===== src/rtl/spi_slave_regif.sv =====
// SPI mode-0 responder bridging an external initiator to a parallel register bus.
// Command byte: bit7 = read, bits[6:0] = start address; data bytes auto-increment.
module spi_slave_regif #(
  parameter int unsigned SYNC_STAGES = 2
) (
  input  logic       clk_i,
  input  logic       rst_i,
  input  logic       spi_sck_i,
  input  logic       spi_mosi_i,
  input  logic       spi_cs_n_i,
  output logic       spi_miso_o,
  output logic       spi_miso_oe_o,
  output logic [6:0] reg_addr_o,
  output logic [7:0] reg_wdata_o,
  output logic       reg_we_o,
  output logic       reg_re_o,
  input  logic [7:0] reg_rdata_i,
  output logic       cs_active_o,
  output logic       frame_done_o,
  output logic       frame_abort_o
);

  localparam int unsigned SS = (SYNC_STAGES < 2) ? 2 : SYNC_STAGES;

  typedef enum logic [1:0] {IDLE, CMD, DATA} state_t;

  state_t        state;
  logic [SS-1:0] sck_sync, mosi_sync, cs_sync;
  logic          sck_prev, cs_prev;
  logic          sck_s, mosi_s, cs_s;
  logic          sck_rise, sck_fall, cs_fall, cs_rise;
  logic [2:0]    bit_cnt;
  logic [7:0]    rx_shift, tx_shift, rd_buf;
  logic [7:0]    rx_next;
  logic [6:0]    addr;
  logic          rw, byte_seen, cap_pend;

  assign sck_s    = sck_sync[SS-1];
  assign mosi_s   = mosi_sync[SS-1];
  assign cs_s     = cs_sync[SS-1];
  assign sck_rise = sck_s & ~sck_prev;
  assign sck_fall = ~sck_s & sck_prev;
  assign cs_fall  = ~cs_s & cs_prev;
  assign cs_rise  = cs_s & ~cs_prev;
  assign rx_next  = {rx_shift[6:0], mosi_s};

  // CS chain clears to "asserted" so a reset mid-frame cannot fake a falling edge.
  always_ff @(posedge clk_i or posedge rst_i) begin
    if (rst_i) begin
      sck_sync  <= '0;
      mosi_sync <= '0;
      cs_sync   <= '0;
      sck_prev  <= 1'b0;
      cs_prev   <= 1'b0;
    end else begin
      sck_sync  <= {sck_sync[SS-2:0], spi_sck_i};
      mosi_sync <= {mosi_sync[SS-2:0], spi_mosi_i};
      cs_sync   <= {cs_sync[SS-2:0], spi_cs_n_i};
      sck_prev  <= sck_s;
      cs_prev   <= cs_s;
    end
  end

  always_ff @(posedge clk_i or posedge rst_i) begin
    if (rst_i) begin
      state         <= IDLE;
      bit_cnt       <= 3'd0;
      rx_shift      <= 8'h00;
      tx_shift      <= 8'h00;
      rd_buf        <= 8'h00;
      addr          <= 7'h00;
      rw            <= 1'b0;
      byte_seen     <= 1'b0;
      cap_pend      <= 1'b0;
      spi_miso_o    <= 1'b0;
      spi_miso_oe_o <= 1'b0;
      reg_addr_o    <= 7'h00;
      reg_wdata_o   <= 8'h00;
      reg_we_o      <= 1'b0;
      reg_re_o      <= 1'b0;
      cs_active_o   <= 1'b0;
      frame_done_o  <= 1'b0;
      frame_abort_o <= 1'b0;
    end else begin
      reg_we_o      <= 1'b0;
      reg_re_o      <= 1'b0;
      frame_done_o  <= 1'b0;
      frame_abort_o <= 1'b0;
      // Read data arrives the cycle after the strobe; capture it and advance.
      cap_pend      <= reg_re_o;
      if (cap_pend) begin
        rd_buf <= reg_rdata_i;
        addr   <= addr + 7'd1;
      end

      case (state)
        IDLE: begin
          if (cs_fall) begin
            state         <= CMD;
            bit_cnt       <= 3'd0;
            rx_shift      <= 8'h00;
            tx_shift      <= 8'h00;
            spi_miso_o    <= 1'b0;
            spi_miso_oe_o <= 1'b1;
            cs_active_o   <= 1'b1;
            byte_seen     <= 1'b0;
            rw            <= 1'b0;
          end
        end
        default: begin
          if (cs_rise) begin
            state         <= IDLE;
            tx_shift      <= 8'h00;
            spi_miso_o    <= 1'b0;
            spi_miso_oe_o <= 1'b0;
            cs_active_o   <= 1'b0;
            if (bit_cnt == 3'd0 && byte_seen) frame_done_o  <= 1'b1;
            else                              frame_abort_o <= 1'b1;
          end else if (sck_rise) begin
            rx_shift <= rx_next;
            bit_cnt  <= bit_cnt + 3'd1;
            if (bit_cnt == 3'd7) begin
              byte_seen <= 1'b1;
              if (state == CMD) begin
                state <= DATA;
                rw    <= rx_next[7];
                addr  <= rx_next[6:0];
                if (rx_next[7]) begin
                  reg_re_o   <= 1'b1;
                  reg_addr_o <= rx_next[6:0];
                end
              end else if (rw) begin
                // Prefetch for the next byte, including after the final one.
                reg_re_o   <= 1'b1;
                reg_addr_o <= addr;
              end else begin
                reg_we_o    <= 1'b1;
                reg_addr_o  <= addr;
                reg_wdata_o <= rx_next;
                addr        <= addr + 7'd1;
              end
            end
          end else if (sck_fall) begin
            if (bit_cnt != 3'd0) begin
              tx_shift   <= {tx_shift[6:0], 1'b0};
              spi_miso_o <= tx_shift[6];
            end else if (state == DATA && rw) begin
              tx_shift   <= rd_buf;
              spi_miso_o <= rd_buf[7];
            end else begin
              tx_shift   <= 8'h00;
              spi_miso_o <= 1'b0;
            end
          end
        end
      endcase
    end
  end

endmodule


===== config.mk =====
export PLATFORM = sky130hd
export DESIGN_NAME = spi_slave_regif
export DESIGN_NICKNAME = d
export VERILOG_FILES = /design/src/rtl/spi_slave_regif.sv
export SDC_FILE = /design/constraint.sdc
export NUM_CORES = 1
export LEC_CHECK = 0
export CELL_PAD_IN_SITES_DETAIL_PLACEMENT = 0
export CELL_PAD_IN_SITES_GLOBAL_PLACEMENT = 1
export CORE_ASPECT_RATIO = 1.75
export CORE_UTILIZATION = 50
export CTS_BUF_LIST = sky130_fd_sc_hd__clkbuf_2
export CTS_CLUSTER_DIAMETER = 50
export DETAILED_ROUTE_END_ITERATION = 7
export HOLD_SLACK_MARGIN = 0.1
export PLACE_DENSITY = 0.92
export SKIP_CTS_REPAIR_TIMING = 1
export SYNTH_ARGS = -nofsm -noshare
export SYNTH_HDL_FRONTEND = slang
export SYNTH_SLANG_ARGS = --single-unit

===== constraint.sdc =====
create_clock -name clk_i -period 5.4 [get_ports clk_i]
set_input_delay 1.08 -clock clk_i [delete_from_list [all_inputs] [get_ports clk_i]]
set_output_delay 1.08 -clock clk_i [all_outputs]
set_load 0.02 [all_outputs]

# Word-level counts from Yosys, hierarchy flattened
# Cells that the tools add are included.
[totals]
regBits = 66
latchBits = 0
ram_bits = 0
rom_bits = 0
inputBits = 13
output_inout_bits = 22
elab_cells = 131
n_memories = 0
[classes]
add_sub_neg = 2
multipliers = 0
n_div = 0
n_lt_le_gt_ge = 0
n_eq_ne = 7
shifts = 0
mux = 67
bitwise = 12
n_reduce_logical = 21
[op_table]
columns = ["op", "n"]
rows = [
  ["7-bit two-way mux", 19],
  ["1-bit two-way mux", 38],
  ["3-bit nonzero test", 5],
  ["2-bit two-way mux", 6],
  ["3-bit two-way mux", 4],
  ["5-bit AND reduction", 2],
  ["1-bit NOT", 8],
  ["4-bit AND reduction", 2],
  ["2-bit nonzero test", 4],
  ["7-bit by 1-bit adder with 7-bit output, second input constant", 1],
  ["3-bit AND reduction", 2],
  ["6-bit AND reduction", 1],
  ["1-bit bitwise AND", 4],
  ["2-bit inequality test, second input constant", 2],
  ["3-bit by 1-bit adder with 3-bit output, second input constant", 1],
  ["3-bit == test, second input constant", 1],
  ["3-bit zero test", 1],
  ["3-bit by 1-bit inequality test with 1-bit output, second input constant", 1],
  ["2-bit by 1-bit == test with 1-bit output, second input constant", 1],
  ["2-bit == test, second input constant", 1],
  ["1-bit logical AND", 2],
  ["2-bit zero test", 1],
  ["2-bit by 1-bit inequality test with 1-bit output, second input constant", 1],
  ["2-bit AND reduction", 1],
]

# Longest topological paths before layout
# Gate-level depths: netlist of run 1.
[depth]
ltp_word = 8
ltp_mapped = 7
mapped_depth_nobuf = 6

# Least setup slack after synthesis of run 1
# No wires, ideal clock.
[synth_timing]
kind = "reg2reg"
from = "register bit_cnt[0]"
to = "register addr[5]"
setup_ns = 0.126
arrival_time_ns = 1.726
required_ns = 5.274
path_slack_ns = 3.548
stages_incl_launch_ff = 7
synth_period_minus_slack_ns = 1.852
cell_sequence = "dfrtp_1 ha_1 ha_1 nand3b_4 a2111oi_4 o2bb2ai_1 a221o_1"
[synth_via]
elab_chain_len = 5
[synth_lines]
columns = ["item", "line_no", "source"]
rows = [
  ["start: declaration", "32", "logic [2:0] bit_cnt;"],
  ["start signal: assignment", "121", "bit_cnt <= bit_cnt + 3'd1;"],
  ["3-bit == test", "122", "if (bit_cnt == 3'd7) begin"],
  ["7-bit two-way mux", "122", ""],
  ["7-bit two-way mux", "119", "end else if (sck_rise) begin"],
  ["7-bit two-way mux", "111", "if (cs_rise) begin"],
  ["7-bit two-way mux", "96", "case (state)"],
  ["end signal: assignment", "93", "addr <= addr + 7'd1;"],
  ["end signal: assignment", "127", "addr <= rx_next[6:0];"],
  ["end signal: assignment", "140", "addr <= addr + 7'd1;"],
  ["end: declaration", "35", "logic [6:0] addr;"],
]
# Every way passes these cells.
# A chain may end at the register's enable or synchronous reset.

# Worst setup path after layout of run 1
[layout_timing]
from = "register reg_addr_o[0]"
to = "output reg_addr_o[0]"
[layout_lines]
columns = ["item", "line_no", "source"]
rows = [
  ["start: declaration", "13", "output logic [6:0] reg_addr_o,"],
  ["start signal: assignment", "130", "reg_addr_o <= rx_next[6:0];"],
  ["start signal: assignment", "135", "reg_addr_o <= addr;"],
  ["start signal: assignment", "138", "reg_addr_o <= addr;"],
]
# No word-level cell between the ends.

==> reports/qor.yml, run 1 <==
placement:
  io_buffers: 34
  hpwl_mm: 4.09
  finalWeightedCongestion: 0.804
floorplan:
  fp.dieH_um: 102
  coreArea_sq_um: 5540
  start_util_pct: 52.0
  die_area_sq_um: 6090
  dieWidth_um: 59.4
  io_pins: 35
  num_rows: 36
clock_network:
  htreeDepth: 3
  cts_max_path_buffers: 2
  root_buffer: "clkbuf_2"
  clk_pin_slew_worst_paths_ps: 210
  insertion_delay_ps: 520
  cts_inserted_buffers: 9
  cts_tree: "done"
  clock_sinks: 66
synthesis:
  synth_largest_area_cell: "dfrtp_1"
  yosysSeqAreaShare_pct: 57.3
  ys_warn_count: 0
  synthCells: 235
  synth_ff_type: "dfrtp_1"
  yosys-top-cells-area: "dfrtp_1, mux2_2, a22o_1"
  netlist_area_sq_um: 2880
  netlist.area_leader.share_pct: 57.3
  synth_cell_types: 53
  synthArstFlopShare_pct: 100
  syn_nets: 252
  synth_edf_count: 0
  synth.ff_latch_count: 66
  syn_area_per_cell_sq_um: 12.3
worst_setup_path:
  worst-path-buf-inv: 1
  crit_required_ps: 4320
  crit_fanout: 2
  crit_type: "reg2out"
  critPathMaxStageDelay_ps: 620
  worstPathCellList: "clkdlybuf4s50_1"
  crit_arrival_ps: 1560
  endpoint_kind: "output port"
  startpoint_type: "flop"
  critPathSlowestCell: "clkdlybuf4s50_1"
  crit_family: "buffers and inverters"
final_layout:
  most-common-layout-cells: "dfrtp_1, clkdlybuf4s50_1, mux2_2"
  syn2layout_area_growth_pct: 18.6
  multi_input_area_sq_um: 1130
  finish.net_count: 287
  seqCellArea_sq_um: 1650
  layout_commonest_cell: "dfrtp_1"
  antenna_cells: 0
  drive_gt1_share_pct: 16.4
  fillers: 465
sta:
  hold_slack_ps: 374
  slew_violations: 0
  max_freq_mhz: 379
  fin_crit_ps: 2640
  timing_hold_violations_final: 0
  fin_crit_sh_pct: 48.9
  tightestPinTransition_ps: 992
  setup_viol: 0
  clock_skew_ps: 30.9
  relSlewSlack_pct: 33.0
  rsz0062_at_grt: "false"
  setup_tns_ps: 0
global_routing:
  antenna_found_initial: 0
  grt_pass1_wl_mm: 9.85
  grt_max_degree: 45
  grt.total_usage_pct: 22.5
  overflow: 0
  grt_pass1_vias: 2074
drt:
  wl_per_cell_um: 16.5
  drt_iter0_drc: 57
  wirelength_mm: 5.79
  antenna_left: 0
  first_pass_iters: 4
  vias: 2053
  drc: 0
  via_per_inst: 5.85
power:
  p_leak_uw: 0.00155
  vdd_drop_max_v: 0.000196
  powerDensity_nw_per_um2: 276
status:
  status: "completed"
job:
  cap_violations: 0
min_path:
  hold_path.class: "reg2reg"
-- report_power, final --
part | internal [uW] | switching (uW)
combinational | 30.1 | 48.1
sequential | 506 | 14.3
clock | 157 | 189
-- per-stage QoR --
stage	total power, uW	std cells	setup slack, ps	utilization (%)	area, sq um
after detailed placement	608	335	3010	59.1	3270
after floorplan	580	235	2670	-	2880
after global routing	984	351	2670	61.7	3420
after CTS	953	351	2720	61.7	3420
after global placement	606	335	3020	59.1	3270
final	944	351	2760	61.7	3420
-- state kept, by name, indices dropped and copies added (netlist names), 2 cells and up --
signal       cells
addr             7
tx_shift         7
reg_wdata_o      8
bit_cnt          3
rd_buf           8
mosi_sync        2
sck_sync         2
reg_addr_o       7
state            2
rx_shift         7
cs_sync          2
-- Yosys cell counts, types with 3 or more instances --
library cell and instances:
mux2_2 17, nand2_1 8, nand4_1 3, a211oi_1 3
ha_1 4, a22oi_1 7, o2bb2ai_1 8, clkbuf_1 4
buf_2 4, nor3_1 5, o22ai_1 9, nand3_1 3
nand2b_1 3, a21oi_1 10, inv_1 10, o21ai_0 8
nor2_1 8, dfrtp_1 66, a2bb2oi_1 7, a22o_1 8
-- path summary, 6_finish.rpt --
kind	start	to	slack (ps)	depth (start not counted)
min in group asynchronous	rst_i	byte_seen	860	2
max	reg_addr_o[0]	reg_addr_o[0]	2760	1
min	cs_sync[0]	cs_sync[1]	370	0
min reg2reg	cs_sync[0]	cs_sync[1]	370	0
max reg2reg	bit_cnt[1]	addr[5]	3250	6
max in group asynchronous	rst_i	reg_wdata_o[7]	3620	3
-- logic make-up after synthesis --
kind of cell,count (synthesis),share of synthesized area [%]
AO/OA/AOI/OAI,71,18.6
flip-flops,66,57.3
AND/OR/NAND/NOR,50,10.8
buffers and inverters,22,3.39
multiplexers,18,6.99
XOR/XNOR,4,1.22
adder cells (fa/ha/maj),4,1.74
-- per-layer routing --
layer | vias to the layer above | track usage, % | wire length [um]
met5 | - | 0 | 0
met4 | 0 | 11.9 | 174
met3 | 17 | 7.34 | 176
met2 | 44 | 36.8 | 3140
met1 | 1042 | 25.7 | 2300
li1 | 950 | - | -
-- area by class of cell --
class / count / area share, %
sequential: 66 / 48.3
inverter: 10 / 1.10
clock buffer: 9 / 1.32
timing repair buffer: 36 / 10.4
tap: 76 / 2.78
multi-input combinational: 147 / 33.2
clock inverter: 7 / 2.96
Note: power is estimated with default switching activity, not from simulation.
==> run 2: changes to the inputs <==
--- a/config.mk
+++ b/config.mk
@@ -8,12 +8,12 @@
 export CELL_PAD_IN_SITES_DETAIL_PLACEMENT = 0
 export CELL_PAD_IN_SITES_GLOBAL_PLACEMENT = 1
 export CORE_ASPECT_RATIO = 1.75
-export CORE_UTILIZATION = 50
+export CORE_UTILIZATION = 42
 export CTS_BUF_LIST = sky130_fd_sc_hd__clkbuf_2
 export CTS_CLUSTER_DIAMETER = 50
 export DETAILED_ROUTE_END_ITERATION = 7
 export HOLD_SLACK_MARGIN = 0.1
-export PLACE_DENSITY = 0.92
+export PLACE_DENSITY = 0.83
 export SKIP_CTS_REPAIR_TIMING = 1
 export SYNTH_ARGS = -nofsm -noshare
 export SYNTH_HDL_FRONTEND = slang
==> constraint.sdc (replaced) <==
create_clock -name clk_i -period 2.29 [get_ports clk_i]
set_input_delay 0.458 -clock clk_i [delete_from_list [all_inputs] [get_ports clk_i]]
set_output_delay 0.458 -clock clk_i [all_outputs]
set_load 0.02 [all_outputs]
==> run 2 against run 1 <==
Against the previous run: hold slack worse by 200 ps; via count is 0.58% lower; cell area is 0.59% higher; clock power is 120% higher; power is 130% higher; first-iteration DRC count is 91% higher.
==> reports/qor.yml, run 2 (synthesis results as in run 1) <==
clock_network:
  root_buffer: "clkbuf_2"
  cts_inserted_buffers: 9  # unchanged
  cts_max_path_buffers: 2  # unchanged
  clk_pin_slew_worst_paths_ps: 190  # -20 ps
  insertion_delay_ps: 530  # about the same
  clock_sinks: 66  # unchanged
  cts_tree: "done"
  htreeDepth: 3  # unchanged
power:
  powerDensity_nw_per_um2: 636  # +130%
  vdd_drop_max_v: 0.000456  # +130%
  p_leak_uw: 0.00156  # +0.97%
floorplan:
  fp.dieH_um: 112  # +8.9%
  dieWidth_um: 64.6  # +8.8%
  start_util_pct: 43.8  # -8.3 points
  num_rows: 39  # +8.3%
  coreArea_sq_um: 6590  # +19%
  die_area_sq_um: 7210  # +19%
  io_pins: 35  # unchanged
drt:
  antenna_left: 0  # unchanged
  via_per_inst: 5.69  # -2.8%
  drt_iter0_drc: 109  # +91%
  vias: 2041  # -0.58%
  drc: 0  # unchanged
  wirelength_mm: 6.14  # +6.2%
  wl_per_cell_um: 17.1  # +3.8%
  first_pass_iters: 4  # unchanged
final_layout:
  fillers: 611  # +31%
  syn2layout_area_growth_pct: 19.3
  stdcell_area_sq_um: 3440  # +0.59%
  most-common-layout-cells: "dfrtp_1, clkdlybuf4s50_1, mux2_2"
  drive_gt1_share_pct: 16.6  # +0.24 points
  layout_commonest_cell: "dfrtp_1"
  antenna_cells: 0  # unchanged
  finish.net_count: 289  # +0.70%
  utilization_pct: 52.2  # -9.5 points
  reg.largest.list: "rd_buf: 8 flops, reg_wdata_o: 8 flops"
global_routing:
  grt.total_usage_pct: 19.5  # -3.0 points
  grt_busiest_layer: "met2"
  grt_max_degree: 53  # +18%
  overflow: 0  # unchanged
  gr-usage-met2_pct: 33.1  # -3.7 points
  use_met3_pct: 3.38  # -4.0 points
  gr-usage-met1_pct: 20.6  # -5.1 points
  grt_pass1_vias: 2130  # +2.7%
  antenna_found_initial: 0  # unchanged
  grt_pass1_wl_mm: 10.4  # +5.1%
sta:
  slew_violations: 0  # unchanged
  fin_crit_sh_pct: 89.4
  tightestPinTransition_ps: 886  # -107 ps
  rsz0062_at_grt: "false"
  setup_tns_ps: 0  # unchanged
  relSlewSlack_pct: 40.2  # +7.2 points
  fin_crit_ps: 2050
  timing_hold_violations_final: 0  # unchanged
  clock_skew_ps: 38.0  # +7.03 ps
  setup_viol: 0  # unchanged
  max_freq_mhz: 488
status:
  status: "completed"
placement:
  placed_area_sq_um: 3310  # +1.1%
  hpwl_mm: 4.47  # +9.4%
  io_buffers: 34  # unchanged
  finalWeightedCongestion: 0.845  # +5.2%
worst_setup_path:
  worst-path-buf-inv: 0  # -1
  endpoint_kind: "flop"
  critPathMaxStageDelay_ps: 580  # -40 ps
  worstPathCellList: "ha_1 > ha_1 > nand3b_4 > a2111oi_4 > o2bb2ai_1 > a221o_1"
  crit_arrival_ps: 2500  # +940 ps
  critPathSlowestCell: "a2111oi_4"
  reg2reg_slack_ps: 240  # -3010 ps
  crit_required_ps: 2740  # -1580 ps
  cpMostUsedCell: "ha_1"
  crit_fanout: 8  # +6
  crit_family: "compound AO/OA/AOI/OAI gates"
  crit_type: "reg2reg"
  startpoint_type: "flop"
min_path:
  hold_path.class: "in2async"
job:
  cap_violations: 0  # unchanged
-- run 2: through the flow --
stage               setup slack (ps)  power (uW)  instances  hold slack [ps]
detailed placement               213        1440        343              344
global placement                 267        1440        343              333
global route                     103        2280        359              184
finish                           243        2190        359              169
CTS                              213        2210        359              160
floorplan                        177        1370        235              331
-- run 2: path summary, 6_finish.rpt --
path / end / start / cells past startpoint
worst min-delay path: state[1] / rst_i / 2
worst max-delay path: addr[5] / bit_cnt[0] / 6
max in group asynchronous: reg_wdata_o[4] / rst_i / 3
worst min register to register: sck_sync[1] / sck_sync[0] / 0
min in group clk_i: sck_sync[1] / sck_sync[0] / 0
worst max register to register: addr[5] / bit_cnt[0] / 6
-- run 2: cell type report --
| type | instances | area [sq um] | area share (%) |
|---|---|---|---|
| Clock buffer | 10 | 50.0 | 1.46 |
| Clock inverter | 6 | 81.3 | 2.36 |
| Inverter | 10 | 37.5 | 1.09 |
| Multi-Input combinational cell | 147 | 1130 | 33.0 |
| Sequential cell | 66 | 1650 | 48.0 |
| Tap cell | 82 | 103 | 2.98 |
| Timing Repair Buffer | 38 | 383 | 11.1 |
-- run 2: where the power goes --
group / internal, uW / switching [uW] / total [uW]
registers: 1190 / 35.6 / 1230
clock network: 358 / 410 / 768
logic: 76.1 / 115 / 191
-- run 2: worst register-to-register path: cells and delay by family (launching register included) --
family                     cells  cell delay (ps)
AOI/OAI and AO/OA              3             1080
DFF                            1              410
adders and majority gates      2              370
and+or+nand+nor                1              130
-- run 2: routing by layer --
layer | wire [um] | vias up | part of all wire (%)
met1 | 2220 | 1017 | 36
met3 | 167 | 24 | 2.7
met5 | 0 | - | 0
li1 | - | 950 | -
met2 | 3380 | 50 | 55
met4 | 372 | 0 | 6.1
